[src/rtl/dmem_arb_pkg.sv]
// Shared types and constants for the dual-requester data-SRAM arbiter.
package dmem_arb_pkg;
  typedef enum logic [1:0] {IDLE, ACCESS, DONE} state_t;

  localparam logic REQ_CPU = 1'b0;
  localparam logic REQ_AUX = 1'b1;

  localparam int DMEM_ADDR_W = 7;
  localparam int DMEM_DATA_W = 32;
endpackage

[src/rtl/dmem_arb_picker.sv]
// Winner selection for dmem_arbiter. DMEM_ARB_RR_EN selects round-robin on ties;
// otherwise CPU has fixed priority with aux aging after STARVE_LIMIT losses.
module dmem_arb_picker
  import dmem_arb_pkg::*;
#(
  parameter int STARVE_LIMIT = 4
) (
  input  logic i_clk,
  input  logic i_rst_n,
  input  logic i_grant,
  input  logic i_cpu_req,
  input  logic i_aux_req,
  output logic o_winner
);
`ifdef DMEM_ARB_RR_EN
  logic r_last_winner;

  always_comb begin
    o_winner = REQ_CPU;
    if (i_cpu_req && i_aux_req) o_winner = ~r_last_winner;
    else if (i_aux_req)         o_winner = REQ_AUX;
  end

  always_ff @(posedge i_clk or negedge i_rst_n) begin
    if (!i_rst_n)     r_last_winner <= REQ_AUX;
    else if (i_grant) r_last_winner <= o_winner;
  end
`else
  localparam logic [3:0] LIMIT = 4'(STARVE_LIMIT);
  logic [3:0] r_starve_cnt;

  always_comb begin
    o_winner = REQ_CPU;
    if (i_cpu_req && i_aux_req) o_winner = (r_starve_cnt == LIMIT) ? REQ_AUX : REQ_CPU;
    else if (i_aux_req)         o_winner = REQ_AUX;
  end

  // Only a tie lost by aux ages it; any aux win resets the count.
  always_ff @(posedge i_clk or negedge i_rst_n) begin
    if (!i_rst_n) r_starve_cnt <= '0;
    else if (i_grant) begin
      if (o_winner == REQ_AUX)                   r_starve_cnt <= '0;
      else if (i_aux_req && r_starve_cnt != LIMIT) r_starve_cnt <= r_starve_cnt + 4'd1;
    end
  end
`endif
endmodule

[src/rtl/dmem_arbiter.sv]
// Shares the single-port data SRAM between the CPU and aux ports; IDLE->ACCESS->DONE.
// Define DMEM_ARB_RR_EN for round-robin tie-breaking instead of fixed CPU priority.
module dmem_arbiter
  import dmem_arb_pkg::*;
#(
  parameter int ADDR_W       = DMEM_ADDR_W,
  parameter int DATA_W       = DMEM_DATA_W,
  parameter int STARVE_LIMIT = 4
) (
  input  logic              i_clk,
  input  logic              i_rst_n,
  input  logic              i_cpu_req,
  input  logic              i_cpu_we,
  input  logic [ADDR_W-1:0] i_cpu_addr,
  input  logic [DATA_W-1:0] i_cpu_wdata,
  output logic              o_cpu_ack,
  output logic [DATA_W-1:0] o_cpu_rdata,
  input  logic              i_aux_req,
  input  logic              i_aux_we,
  input  logic [ADDR_W-1:0] i_aux_addr,
  input  logic [DATA_W-1:0] i_aux_wdata,
  output logic              o_aux_ack,
  output logic [DATA_W-1:0] o_aux_rdata,
  output logic              o_sram_cen,
  output logic              o_sram_wen,
  output logic              o_sram_oen,
  output logic [ADDR_W-1:0] o_sram_a,
  output logic [DATA_W-1:0] o_sram_d,
  input  logic [DATA_W-1:0] i_sram_q
);
  state_t r_state;
  logic   r_win, r_we;
  logic   w_grant, w_winner, w_we;

  assign w_grant = (r_state == IDLE) && (i_cpu_req || i_aux_req);
  assign w_we    = (w_winner == REQ_AUX) ? i_aux_we : i_cpu_we;

  dmem_arb_picker #(.STARVE_LIMIT(STARVE_LIMIT)) u_picker (
    .i_clk     (i_clk),
    .i_rst_n   (i_rst_n),
    .i_grant   (w_grant),
    .i_cpu_req (i_cpu_req),
    .i_aux_req (i_aux_req),
    .o_winner  (w_winner)
  );

  // SRAM pins are registered one cycle ahead so they are stable for the ACCESS negedge.
  always_ff @(posedge i_clk or negedge i_rst_n) begin
    if (!i_rst_n) begin
      r_state     <= IDLE;
      r_win       <= REQ_CPU;
      r_we        <= 1'b0;
      o_cpu_ack   <= 1'b0;
      o_aux_ack   <= 1'b0;
      o_cpu_rdata <= '0;
      o_aux_rdata <= '0;
      o_sram_cen  <= 1'b1;
      o_sram_wen  <= 1'b1;
      o_sram_oen  <= 1'b1;
      o_sram_a    <= '0;
      o_sram_d    <= '0;
    end else begin
      case (r_state)
        IDLE: if (w_grant) begin
          r_win      <= w_winner;
          r_we       <= w_we;
          o_sram_cen <= 1'b0;
          o_sram_wen <= ~w_we;
          o_sram_oen <= w_we;
          o_sram_a   <= (w_winner == REQ_AUX) ? i_aux_addr  : i_cpu_addr;
          o_sram_d   <= (w_winner == REQ_AUX) ? i_aux_wdata : i_cpu_wdata;
          r_state    <= ACCESS;
        end
        ACCESS: begin
          o_sram_cen <= 1'b1;
          o_sram_wen <= 1'b1;
          o_sram_oen <= 1'b1;
          if (!r_we) begin
            if (r_win == REQ_AUX) o_aux_rdata <= i_sram_q;
            else                  o_cpu_rdata <= i_sram_q;
          end
          o_cpu_ack <= (r_win == REQ_CPU);
          o_aux_ack <= (r_win == REQ_AUX);
          r_state   <= DONE;
        end
        DONE: begin
          o_cpu_ack <= 1'b0;
          o_aux_ack <= 1'b0;
          r_state   <= IDLE;
        end
        default: r_state <= IDLE;
      endcase
    end
  end

  // A waiting requester must hold its command until acked.
  a_cpu_cmd_stable: assert property (@(posedge i_clk) disable iff (!i_rst_n)
    ($past(i_cpu_req && !o_cpu_ack) && i_cpu_req) |-> $stable({i_cpu_we, i_cpu_addr, i_cpu_wdata}));
  a_aux_cmd_stable: assert property (@(posedge i_clk) disable iff (!i_rst_n)
    ($past(i_aux_req && !o_aux_ack) && i_aux_req) |-> $stable({i_aux_we, i_aux_addr, i_aux_wdata}));
endmodule
[config.mk]
export PLATFORM = sky130hd
export DESIGN_NAME = dmem_arbiter
export DESIGN_NICKNAME = d
export VERILOG_FILES = /design/src/rtl/dmem_arb_pkg.sv /design/src/rtl/dmem_arb_picker.sv /design/src/rtl/dmem_arbiter.sv
export SDC_FILE = /design/constraint.sdc
export NUM_CORES = 1
export LEC_CHECK = 0
export BUFFER_PORTS_ARGS = -buffer_cell sky130_fd_sc_hd__buf_2
export CORE_UTILIZATION = 30
export CTS_CLUSTER_SIZE = 14
export DETAILED_ROUTE_END_ITERATION = 7
export GPL_TIMING_DRIVEN = 0
export PLACE_DENSITY = 0.63
export SYNTH_ARGS = -nofsm -noshare
export SYNTH_HDL_FRONTEND = slang
export SYNTH_SLANG_ARGS = --single-unit
[constraint.sdc]
create_clock -name i_clk -period 1.6 [get_ports i_clk]
set_input_delay 0.08 -clock i_clk [delete_from_list [all_inputs] [get_ports i_clk]]
set_output_delay 0.08 -clock i_clk [all_outputs]
set_load 0.02 [all_outputs]
==> metrics.md <==
| Metric | Value |
|---|---|
| Final Cycle Share | 101% |
| Antenna violations before repair | 0 |
| Mean post-synth cell area | ~12 µm² |
| Post-Syn Area | between 5000 and 6000 µm² |
| Area occupied by registers | just under 3000 µm² |
| Cell variety after synth | 33 |
| Worst setup EP type | flip-flop |
| CTS tree | done |
| Placed standard-cell area | approximately 6400 µm² |
| Critical path's largest stage delay | 0.39 ns |
| Hold slack | 0.0918 ns |
| Clock Path Buffers | 2 |
| Failing checks | negative setup slack |
| Peak VDD IR | slightly below 1000 µV |
| Clock Latency Late Sink | between 0.4 and 0.5 ns |
| Switch Pwr | 6.60 mW |
| Tot Pwr | ~17 mW |
| Comb pwr share | 46.5% |
| Final TNS setup | -0.157 ns |
| Drt drc | 0 |
| Post-synthesis sequential area ratio | 57.8% |
| Core ar. | around 16,000 µm² |
| Chip Height | 131 µm |
| Clock Skew | 0.0112 ns |
| Gpl congestion | 0.801 |
| IO Port Bufs | between 200 and 250 |
| Via count | roughly 5,000 |
| Ranking of synthesized cells by area | dfrtp_1, mux2_2, nand2_1, o211ai_1, nand4_1 |
| Area of the multi-input gates | 2050 µm² |
| Hold Crit Class | in2reg |
| CTS HTree Levels | 4 |
| Synth Warn # | 0 |
| Number of synthesized flops with an enable pin | 0 |
| CP Data Required Time | around 1.9 ns |
| Status | complete, but fails checks |
| Layout cells sized above 1 | 46.9% |
| I/O Pins | 224 |
| Design area | 8570 µm² |
| Non-Filler Instances | 1,028 |
| Final hold violation count | 0 |
| Sw Share | between 30% and 40% |
| HPWL after DPL | 11,100 µm |
| FMAX | 0.616 GHz |
| #FFs+latches synth | ~120 |
| Nets | 922 |
| RSZ-0062 raised after global routing | true |
| Clock Tree Root | clkbuf_16 |
| WS Path Type | reg2reg |
| Buf+Inv Stages, Crit Path | 3 |
| All-Layer GR Usage | a little over a fifth |
| Crit-path slowest cell | dfrtp_1 |
| Total CTS buffers | 17 |
| Largest net degree at the start of global routing | 66 |
| Initial Utilization | 31.2% |
| Clock power frac | 22.8% |
| DP Cell Count | 870 |
| Area Growth Syn to Fin | 70.4% |
| P_int | about 10 mW |
| Final setup viols | 11 |
| FFs w/ async S/R, synth | 100% |
| Part of the power in registers | 30.8% |
| Fin crit period | 1.62 ns |
| Initial DRT Pass Iterations | 4 |
| Number of global-route vias before repair | 5,322 |
| # rows | 46 |
| Drt total wl | 18,200 µm |
| Initial DRC count | ~170 |
| Pre-CTS setup slack | -0.311 ns |
| Antenna Nets Post-Route | 0 |
| Top post-synthesis cells by count | dfrtp_1, nand2_1, mux2_2, nand4_1, o211ai_1 |
| Slew headroom | 57.8% |
| Slew @ Worst Pin | between 0.6 and 0.7 ns |
| Startpoint types | flip-flop |
| Post-Syn Nets | 552 |
| Remaining Overflow, GRT | 0 |
| Die area | about 17,000 µm² |
| Clock transition at path regs | roughly 0.050 ns |
| Number of max-cap violations | 0 |
| Leak pwr | 4.03 nW |
| Die width | 131 µm |
| Sink Count | 116 |
| Area leader, netlist | dfrtp_1 |
| Syn Inst Count | ~430 |
| Fill cells | 1,364 |
| Final worst slack | -0.0230 ns |
| Power density over the cells | 1980 nW/µm² |
| Wire per inst | 17.7 µm |
| First-pass GRT wire length | between 20,000 and 30,000 µm |
| Prevailing post-synth register cell | dfrtp_1 |
| Final core utilization | 53.2% |
| Max Slew Vio Count | 0 |
| Most frequent cell after synthesis | dfrtp_1 |
| Ant. Diodes | 0 |
| Vias per std cell | 4.89 |
| Cell family with most CP delay | buffers and inverters |
| Worst Path Max Fanout | 10 |
| Worst EP arrival | 1.91 ns |
| Post-synth top area share | 56.2% |
| Worst path cell trace | inv_2, ha_4, nor3b_4, buf_6, buf_8, mux2_2 |
==> cell type report <==
cell class	count	share of cell area [%]
plain buffers	33	3.39
clock buffers	21	5.49
clock inverters	9	1.50
inverters	9	0.394
multi-input cells	273	23.9
flip-flops and latches	116	33.9
well taps	216	3.15
repair buffers	351	28.2
==> sequential cells by signal, indices dropped and copies added, names as in the netlist <==
signal,cells
o_sram_wen,1
r_state,2
o_cpu_rdata,32
o_aux_ack,1
o_sram_cen,1
r_win,1
o_sram_a,7
o_aux_rdata,32
o_sram_d,32
u_picker.r_starve_cnt,4
o_cpu_ack,1
o_sram_oen,1
r_we,1
==> power groups by stage <==
stage / clock (mW) / sequential (mW) / combinational [mW]
after global placement: 0 / 5.15 / 6.75
after floorplan: 0 / 6.82 / 2.70
after detailed placement: 0 / 5.20 / 6.83
after global routing: 4.07 / 5.41 / 8.47
final: 3.87 / 5.23 / 7.90
after CTS: 3.94 / 5.19 / 7.36
==> cell families after synthesis <==
group,count (synthesis),synth area share [%]
AND/OR/NAND/NOR,144,14.2
flip-flops,116,57.8
multiplexers,65,14.6
AO/OA/AOI/OAI,59,8.28
buffers and inverters,42,3.98
adder cells (fa/ha/maj),5,1.24
==> tightest hold or removal path, stage by stage <==
cell and delay [ns]:
buf_2 0.18, o211ai_1 0.14, a31oi_1 0.09
==> final timing paths <==
kind | start | end | slack, ns | cells past startpoint
worst min register to register | o_sram_d[7]$_DFFE_PN0P_ | o_sram_d[7]$_DFFE_PN0P_ | 0.49 | 2
worst min-delay path | i_aux_req | o_sram_oen$_DFFE_PN1P_ | 0.09 | 3
worst max register to register | r_state[1]$_DFFE_PN0P_ | o_cpu_rdata[1]$_DFFE_PN0P_ | -0.02 | 6
worst max-delay path | r_state[1]$_DFFE_PN0P_ | o_cpu_rdata[1]$_DFFE_PN0P_ | -0.02 | 6
max in group asynchronous | i_rst_n | o_sram_d[22]$_DFFE_PN0P_ | 0.69 | 3
min in group asynchronous | i_rst_n | o_cpu_rdata[17]$_DFFE_PN0P_ | 0.20 | 2
==> layout by cell type (no fill, tap or decap), drive strengths merged, types with 2 or more instances in the layout <==
master	count
o211ai	40
nand2b	2
nand4	40
nor2	4
buf	262
bufinv	3
a31oi	4
dlygate4sd3	113
nand2	84
and3b	2
nand3b	3
clkinvlp	2
dfrtp	113
a21oi	3
ha	5
clkbuf	30
clkinv	4
o22ai	2
o21ai	7
inv	9
nand3	3
dfstp	3
mux2	65
==> routing by layer <==
| layer | global-route usage (%) | wire length, µm | vias to the layer above |
|---|---|---|---|
| li1 | - | - | 2303 |
| met1 | 24.4 | 7470 | 2397 |
| met2 | 35.9 | 8850 | 276 |
| met3 | 6.87 | 1270 | 53 |
| met4 | 9.30 | 559 | 0 |
| met5 | 0 | 0 | - |
==> timing repair <==
action                                  4_1_cts  5_1_grt
endpoints found under the setup margin      111       97
pin swaps                                     1        3
setup buffers                                 6        7
gates resized for setup                      34       56
hold buffers                                113        0
hold endpoints to repair                    156        0
gates cloned                                  1        1
No activity file was read; power rests on OpenSTA's default activity.
